`src/rtl/rgb_fade_ctrl.sv`:
```
// RGB duty sequencer feeding three PWM drivers: accepts a target colour and either
// loads it at once or fades each channel toward it by at most STEP every TICK_DIV clocks.
module rgb_fade_ctrl #(
  parameter int TICK_DIV = 256,
  parameter int STEP     = 1
) (
  input  logic       clk,
  input  logic       rst,
  input  logic       tgt_valid,
  output logic       tgt_ready,
  input  logic [7:0] tgt_r,
  input  logic [7:0] tgt_g,
  input  logic [7:0] tgt_b,
  input  logic       fade_en,
  output logic [7:0] duty_r,
  output logic [7:0] duty_g,
  output logic [7:0] duty_b,
  output logic       busy,
  output logic       done
);

  localparam int              CNT_W    = (TICK_DIV > 1) ? $clog2(TICK_DIV) : 1;
  localparam logic [CNT_W-1:0] CNT_LAST = CNT_W'(TICK_DIV - 1);
  localparam logic [8:0]       STEP_9   = 9'(STEP);

  typedef enum logic {
    IDLE = 1'b0,
    FADE = 1'b1
  } state_t;

  state_t           state_q, state_d;
  logic [7:0]       duty_r_q, duty_g_q, duty_b_q;
  logic [7:0]       duty_r_d, duty_g_d, duty_b_d;
  logic [7:0]       tgt_r_q, tgt_g_q, tgt_b_q;
  logic [7:0]       tgt_r_d, tgt_g_d, tgt_b_d;
  logic [CNT_W-1:0] cnt_q, cnt_d;
  logic             done_q, done_d;

  logic [7:0]       nxt_r, nxt_g, nxt_b;
  logic             accept;
  logic             already_there;
  logic             step_edge;
  logic             fade_complete;

  // Moves cur toward tgt by at most STEP; 9-bit differences keep it from wrapping or overshooting.
  function automatic logic [7:0] step_toward(input logic [7:0] cur, input logic [7:0] tgt);
    logic [8:0] diff;
    logic [8:0] res;
    diff = 9'd0;
    res  = {1'b0, cur};
    if (cur < tgt) begin
      diff = {1'b0, tgt} - {1'b0, cur};
      res  = {1'b0, cur} + ((diff > STEP_9) ? STEP_9 : diff);
    end else if (cur > tgt) begin
      diff = {1'b0, cur} - {1'b0, tgt};
      res  = {1'b0, cur} - ((diff > STEP_9) ? STEP_9 : diff);
    end
    return res[7:0];
  endfunction

  assign tgt_ready = (state_q == IDLE) && !rst;
  assign busy      = (state_q == FADE);
  assign done      = done_q;
  assign duty_r    = duty_r_q;
  assign duty_g    = duty_g_q;
  assign duty_b    = duty_b_q;

  assign accept        = tgt_valid && tgt_ready;
  assign already_there = (tgt_r == duty_r_q) && (tgt_g == duty_g_q) && (tgt_b == duty_b_q);
  assign step_edge     = (cnt_q == CNT_LAST);

  assign nxt_r = step_toward(duty_r_q, tgt_r_q);
  assign nxt_g = step_toward(duty_g_q, tgt_g_q);
  assign nxt_b = step_toward(duty_b_q, tgt_b_q);

  assign fade_complete = (nxt_r == tgt_r_q) && (nxt_g == tgt_g_q) && (nxt_b == tgt_b_q);

  always_comb begin
    // NOTE: every signal gets a default before the case so no path leaves one unassigned (no latches).
    state_d  = state_q;
    duty_r_d = duty_r_q;
    duty_g_d = duty_g_q;
    duty_b_d = duty_b_q;
    tgt_r_d  = tgt_r_q;
    tgt_g_d  = tgt_g_q;
    tgt_b_d  = tgt_b_q;
    cnt_d    = cnt_q;
    done_d   = 1'b0;

    unique case (state_q)
      IDLE: begin
        if (accept) begin
          tgt_r_d = tgt_r;
          tgt_g_d = tgt_g;
          tgt_b_d = tgt_b;
          // A fade to the colour already shown collapses into an immediate load.
          if (!fade_en || already_there) begin
            duty_r_d = tgt_r;
            duty_g_d = tgt_g;
            duty_b_d = tgt_b;
            done_d   = 1'b1;
          end else begin
            state_d = FADE;
            cnt_d   = '0;
          end
        end
      end
      FADE: begin
        if (step_edge) begin
          cnt_d    = '0;
          duty_r_d = nxt_r;
          duty_g_d = nxt_g;
          duty_b_d = nxt_b;
          if (fade_complete) begin
            state_d = IDLE;
            done_d  = 1'b1;
          end
        end else begin
          cnt_d = cnt_q + 1'b1;
        end
      end
      default: state_d = IDLE;
    endcase
  end

  always_ff @(posedge clk) begin
    // NOTE: sequential state uses non-blocking assignments so every register samples pre-edge values.
    if (rst) begin
      state_q  <= IDLE;
      duty_r_q <= 8'd0;
      duty_g_q <= 8'd0;
      duty_b_q <= 8'd0;
      tgt_r_q  <= 8'd0;
      tgt_g_q  <= 8'd0;
      tgt_b_q  <= 8'd0;
      cnt_q    <= '0;
      done_q   <= 1'b0;
    end else begin
      state_q  <= state_d;
      duty_r_q <= duty_r_d;
      duty_g_q <= duty_g_d;
      duty_b_q <= duty_b_d;
      tgt_r_q  <= tgt_r_d;
      tgt_g_q  <= tgt_g_d;
      tgt_b_q  <= tgt_b_d;
      cnt_q    <= cnt_d;
      done_q   <= done_d;
    end
  end

endmodule
```
`config.mk`:
```
export PLATFORM = sky130hd
export DESIGN_NAME = rgb_fade_ctrl
export DESIGN_NICKNAME = d
export VERILOG_FILES = /design/src/rtl/rgb_fade_ctrl.sv
export SDC_FILE = /design/constraint.sdc
export NUM_CORES = 1
export LEC_CHECK = 0
export ABC_AREA = 1
export ABC_CLOCK_PERIOD_IN_PS = 11500
export BUFFER_PORTS_ARGS = -buffer_cell sky130_fd_sc_hd__clkbuf_2
export CAP_MARGIN = 10
export CORE_MARGIN = 10
export CORE_UTILIZATION = 45
export CTS_CLUSTER_SIZE = 14
export DETAILED_ROUTE_END_ITERATION = 7
export GPL_TIMING_DRIVEN = 1
export PLACE_DENSITY = 0.6
export SYNTH_ARGS = -nofsm -noshare
export SYNTH_HDL_FRONTEND = slang
export SYNTH_SLANG_ARGS = --single-unit
```
`constraint.sdc`:
```
create_clock -name clk -period 11.5 [get_ports clk]
set_input_delay 1.15 -clock clk [delete_from_list [all_inputs] [get_ports clk]]
set_output_delay 1.15 -clock clk [all_outputs]
set_load 0.02 [all_outputs]
```
## Word level (Yosys, flattened, before mapping)

Cells that the tools add are included.

- Output and inout bits: 27
- Word-level logic and storage cells: 96
- Flip-flop bits (word level): 58
- Bits of input ports: 28

- Mux-type cells: 38
- Reductions and logical operators: 12
- Add/subtract/negate cells: 13
- $lt $le $gt $ge: 12
- Bitwise operators: 1
- Eq/ne operators: 11

Operators by type and width:

| kind | number |
|---|---|
| 2-to-1 mux 8 bit | 24 |
| case mux 8 bit (2 select lines) | 4 |
| greater-than comparator 9 x 1 -> 1 bit, second input constant | 6 |
| subtractor 8 x 8 -> 9 bit | 6 |
| equality test 8 bit | 6 |
| adder 8 bit | 3 |
| greater-than comparator 8 bit | 3 |
| < comparator 8 bit | 3 |
| subtractor 8 bit | 3 |
| adder 8 x 1 -> 8 bit, second input constant | 1 |
| equality test 8 bit, second input constant | 1 |
| 2-to-1 mux 1 bit | 8 |
| logical AND 1 bit | 6 |
| != test 2 x 1 -> 1 bit, second input constant | 2 |
| != test 2 bit, second input constant | 2 |
| case mux 1 bit (2 select lines) | 2 |
| AND reduction 2 bit | 2 |
| AND reduction 3 bit | 1 |
| logical NOT 1 bit | 2 |
| logical OR 1 bit | 1 |
| NOT 1 bit | 1 |

## Logic depth before layout (Yosys ltp)

- Depth after elaboration: 12
- Mapped depth: 33
- Gate-level depth less buffers: 33

## Worst setup path before layout

OpenSTA, ideal clock, no wires.

- Path kind: reg2reg
- Start: register duty_b_q[0], in the netlist duty_b[0]
- End: register done_q, in the netlist done
- Slack: 7.566 ns
- Arrival time: 3.867 ns
- Cell stages (with the launch flop): 33
- Path buffers: 0
- Path through: dfxtp_1 -> inv_1 -> ha_1 -> fa_1 -> inv_1 -> nand3_2 -> nand2_1 -> nand2_1 -> nand3_1 -> nand2_1 -> nand2_2 -> o21bai_4 -> o21a_1 -> fa_1 -> nand3_1 -> nand2_1 -> nand2_1 -> nand2_1 -> nand2_1 -> o211ai_1 -> nand2_1 -> nor2_1 -> nor2_1 -> nand3_1 -> nor2_1 -> nand3_1 -> nor2_1 -> nand2_1 -> nor2_1 -> nand3_1 -> nor2_2 -> nand3_1 -> a21oi_2

- Cells in the longest elaborated chain, start to end: 11
- Elaborated cells on any way between the ends: 22
- Those cells by class: add/sub (4); order compare (4); eq/ne (2); mux (9); reduce/logical (3)

RTL lines:

| what | RTL line | text |
|---|---|---|
| from (decl) | 32 | `logic [7:0] duty_r_q, duty_g_q, duty_b_q;` |
| from (signal assigned) | 142 | `duty_b_q <= duty_b_d;` |
| subtractor 8 x 8 -> 9 bit | 55 | `diff = {1'b0, cur} - {1'b0, tgt};` |
| greater-than comparator 9 x 1 -> 1 bit | 56 | `res = {1'b0, cur} - ((diff > STEP_9) ? STEP_9 : diff);` |
| 2-to-1 mux 8 bit | 56 |  |
| subtractor 8 bit | 56 |  |
| 2-to-1 mux 8 bit | 54 | `end else if (cur > tgt) begin` |
| 2-to-1 mux 8 bit | 51 | `if (cur < tgt) begin` |
| equality test 8 bit | 76 | `assign fade_complete = (nxt_r == tgt_r_q) && (nxt_g == tgt_g_q) && (nxt_b == tgt_b_q);` |
| logical AND 1 bit | 76 |  |
| 2-to-1 mux 1 bit | 114 | `if (fade_complete) begin` |
| 2-to-1 mux 1 bit | 109 | `if (step_edge) begin` |
| case mux 1 bit (2 select lines) (*) | 90 | `unique case (state_q)` |
| to (signal assigned) | 147 | `done_q <= done_d;` |
| to (decl) | 37 | `logic done_q, done_d;` |

Every way passes the cells marked *; elsewhere a longest branch is shown, timed or not.
A chain may end at the register's enable or synchronous reset.

## Worst setup path in the final report

Ends and elaborated chain as after synthesis.

==> impl_metrics.json <==
{
  "finalHoldViolCount": 0,
  "reg2reg_depth": 32,
  "cts_made_buffers": 9,
  "grt_antenna_before_repair": 0,
  "status": "finished clean",
  "yosys.cell_types.count": 54,
  "syn_avg_cell_area_um2": 6.01,
  "setup_tns_ps": 0,
  "ir_drop_mv": 0.0744,
  "layout-drive-gt1-share_pct": 10.0,
  "switching_share_pct": 45.7,
  "p_int_w": 0.000568,
  "final-max-slew-violation-count": 0,
  "syn_area_mm2": 0.00808,
  "rsz0062_at_grt": "no",
  "maxCapViolCount": 0,
  "coreArea_mm2": 0.0175,
  "wirelength_um": 26000,
  "ys_ff_latch": 58,
  "reg2reg_to": "done",
  "synth_flop_cell": "dfxtp_1",
  "crit_arrival_ps": 4790,
  "cts_resized": 0,
  "layout-area-overhead-vs-synth_pct": 11.1,
  "grt_use_total_pct": 21.3,
  "initial_core_util_pct": 46.2,
  "finalClockSkew_ps": 8.46,
  "seqPwrFrac_pct": 22.3,
  "cts.clk_slew.worst_paths_ps": 60,
  "grt_max_degree": 50,
  "drtPass1Iterations": 5,
  "yosysWarnings": 0,
  "final_cells": 1655,
  "die_y_um": 154,
  "drc": 0,
  "setup_viol": 0,
  "grt_pass1_vias": 7852,
  "die_area_mm2": 0.0237,
  "cp_slowest_cell": "dfxtp_1",
  "htreeDepth": 3,
  "layout_commonest_cell": "nand2_1",
  "whs_endpoint": "cnt_q[6]",
  "die_w_um": 154,
  "routedWlPerCell_um": 15.7,
  "hold_depth": 2,
  "clockRootBuffer": "clkbuf_16",
  "min_from": "cnt_q[6]",
  "layout_common_cells": "428 x nand2_1, 190 x inv_1, 134 x nand3_1, 94 x a21oi_1, 85 x ha_1",
  "timing.rr.start": "duty_b[0]",
  "fin_crit_ps": 4530,
  "ctsHoldBuffers": 0,
  "synth_seq_area_share_pct": 14.4,
  "cp-start-kind": "register",
  "tightest_slew_ps": 1210,
  "dp_hpwl_um": 20800,
  "slew_headroom_pct": 19.5,
  "vias": 8721,
  "rrSetupSlack_ps": 6970,
  "clkPwrFrac_pct": 28.1,
  "rows": 48,
  "leakagePower_nw": 4.77,
  "numPortBuffers": 54,
  "cp_common_cell": "nand2_1",
  "nets": 1550,
  "period_share_pct": 39.4,
  "cts_tree": "done",
  "clock-sinks": 58,
  "end_kind": "register",
  "synth_cells": 1345,
  "max_stage_delay_ps": 550,
  "pre_cts_ws_ps": 7030,
  "worst_slack_ps": 6970,
  "ant_nets": 0,
  "crit_type": "reg -> reg",
  "drt-initial-drc-count": 667,
  "synth_edf_count": 0,
  "cts_setup_buffers": 0,
  "clock_latency_ps": 340,
  "hp-class": "reg -> reg",
  "crit_path_max_fanout": 9,
  "p_switching_w": 0.000478,
  "dpl.cell_count": 1639,
  "num_antenna_cells": 0,
  "finalWeightedCongestion": 0.933,
  "max_freq_mhz": 221,
  "combPwrFrac_pct": 49.6,
  "grt_pass1_wl_um": 41600,
  "cts_max_path_buffers": 2,
  "ios": 55,
  "fill_cells": 1853,
  "power.density_mw_per_mm2": 117,
  "async_flop_share_pct": 0,
  "critPathRequiredTime_ps": 11760,
  "vias_per_cell": 5.27,
  "grt_overflow": 0
}
[stage by stage]
step | area [um^2] | hold WS [ps] | util, % | power [W]
6_report | 8980 | 471 | 51.4 | 0.00105
3_3_place_gp | 8660 | 453 | 49.6 | 0.000748
5_1_grt | 8980 | 498 | 51.4 | 0.00113
3_5_place_dp | 8660 | 460 | 49.6 | 0.000748
2_1_floorplan | 8230 | 441 | - | 0.000618
4_1_cts | 8980 | 468 | 51.4 | 0.00104
[state kept, by name (all words and copies together) (netlist names)]
name,cells
cnt_q,8
duty_b,8
duty_g,8
duty_r,8
tgt_b_q,8
tgt_g_q,8
tgt_r_q,8
busy,1
done,1
[area by class of cell]
| class | count | area, um^2 | share of cell area (%) |
|---|---|---|---|
| inverter | 200 | 756 | 8.41 |
| sequential | 58 | 1160 | 12.9 |
| tap | 225 | 282 | 3.13 |
| clock buffer | 9 | 225 | 2.51 |
| multi-input combinational | 1099 | 6170 | 68.7 |
| clock inverter | 7 | 93.8 | 1.04 |
| timing repair buffer | 57 | 293 | 3.26 |
[routing by layer]
metal | up-vias | share of wire, % | track usage, % | wire length, um
met2 | 229 | 44 | 33.1 | 11300
met4 | 0 | 1.8 | 4.86 | 469
met1 | 3946 | 49 | 29.5 | 12700
met3 | 33 | 5.7 | 4.13 | 1490
li1 | 4513 | - | - | -
met5 | - | 0 | 0 | 0
[cells in the mapped netlist (3+ instances only)]
cell / number / area share, %
nand2_4: 5 / 0.70
inv_1: 190 / 8.8
o21ai_0: 65 / 4.0
nor2_1: 52 / 2.4
nand3_2: 5 / 0.62
buf_6: 4 / 0.56
nand2_2: 17 / 1.3
clkbuf_1: 19 / 0.88
a21oi_1: 94 / 5.8
ha_1: 85 / 13
inv_2: 7 / 0.33
a221oi_1: 6 / 0.65
xor2_1: 16 / 1.7
a21boi_0: 4 / 0.37
nor2_2: 11 / 0.85
nand3b_1: 9 / 0.84
dfxtp_1: 58 / 14
a211oi_1: 9 / 0.84
nand2_1: 428 / 20
nand3_1: 134 / 8.3
or2_2: 4 / 0.31
xnor2_1: 14 / 1.5
a21oi_2: 7 / 0.76
or2_1: 3 / 0.23
o211ai_1: 9 / 0.84
nand4_1: 23 / 1.8
o21ai_1: 7 / 0.43
nor3_1: 7 / 0.43
o21ai_2: 4 / 0.43
fa_1: 12 / 3.0
[worst max-delay path, delay by kind of cell, from the launching register on]
kind,cells,cell delay (ps)
AND/OR/NAND/NOR,23,2070
buffers and inverters,2,300
adder cells (fa/ha/maj),3,1080
flip-flops,1,550
AO/OA/AOI/OAI,4,440
[power by group through the flow]
stage | clock, W | combinational [W] | sequential (W)
floorplan | 0 | 0.000384 | 0.000234
global placement | 0 | 0.000511 | 0.000237
detailed placement | 0 | 0.000511 | 0.000237
CTS | 0.000295 | 0.000514 | 0.000233
global route | 0.000306 | 0.000590 | 0.000234
finish | 0.000294 | 0.000519 | 0.000233
[worst max-delay path by stage]
| stage | start | to | slack (ps) | depth (start not counted) |
|---|---|---|---|---|
| global route | duty_g[1] | done | 6480 | 30 |
| floorplan | duty_b[0] | done | 7570 | 32 |
| finish | duty_b[0] | done | 6970 | 32 |
| global placement | duty_b[1] | done | 7030 | 31 |
| detailed placement | duty_b[0] | done | 7030 | 32 |
| CTS | duty_b[0] | done | 6980 | 32 |
[cells by family (layout without fill, tap and decap cells)]
kind of cell	count (synthesis)	after routing	share of synthesized area, %
simple gates	709	709	39.0
buf+inv	228	273	11.1
compound gates	221	221	16.0
fa+ha+maj	97	97	16.1
flops	58	58	14.4
xor+xnor	30	30	3.25
other cells	2	42	0.0929
No activity file was read; power rests on OpenSTA's default activity.
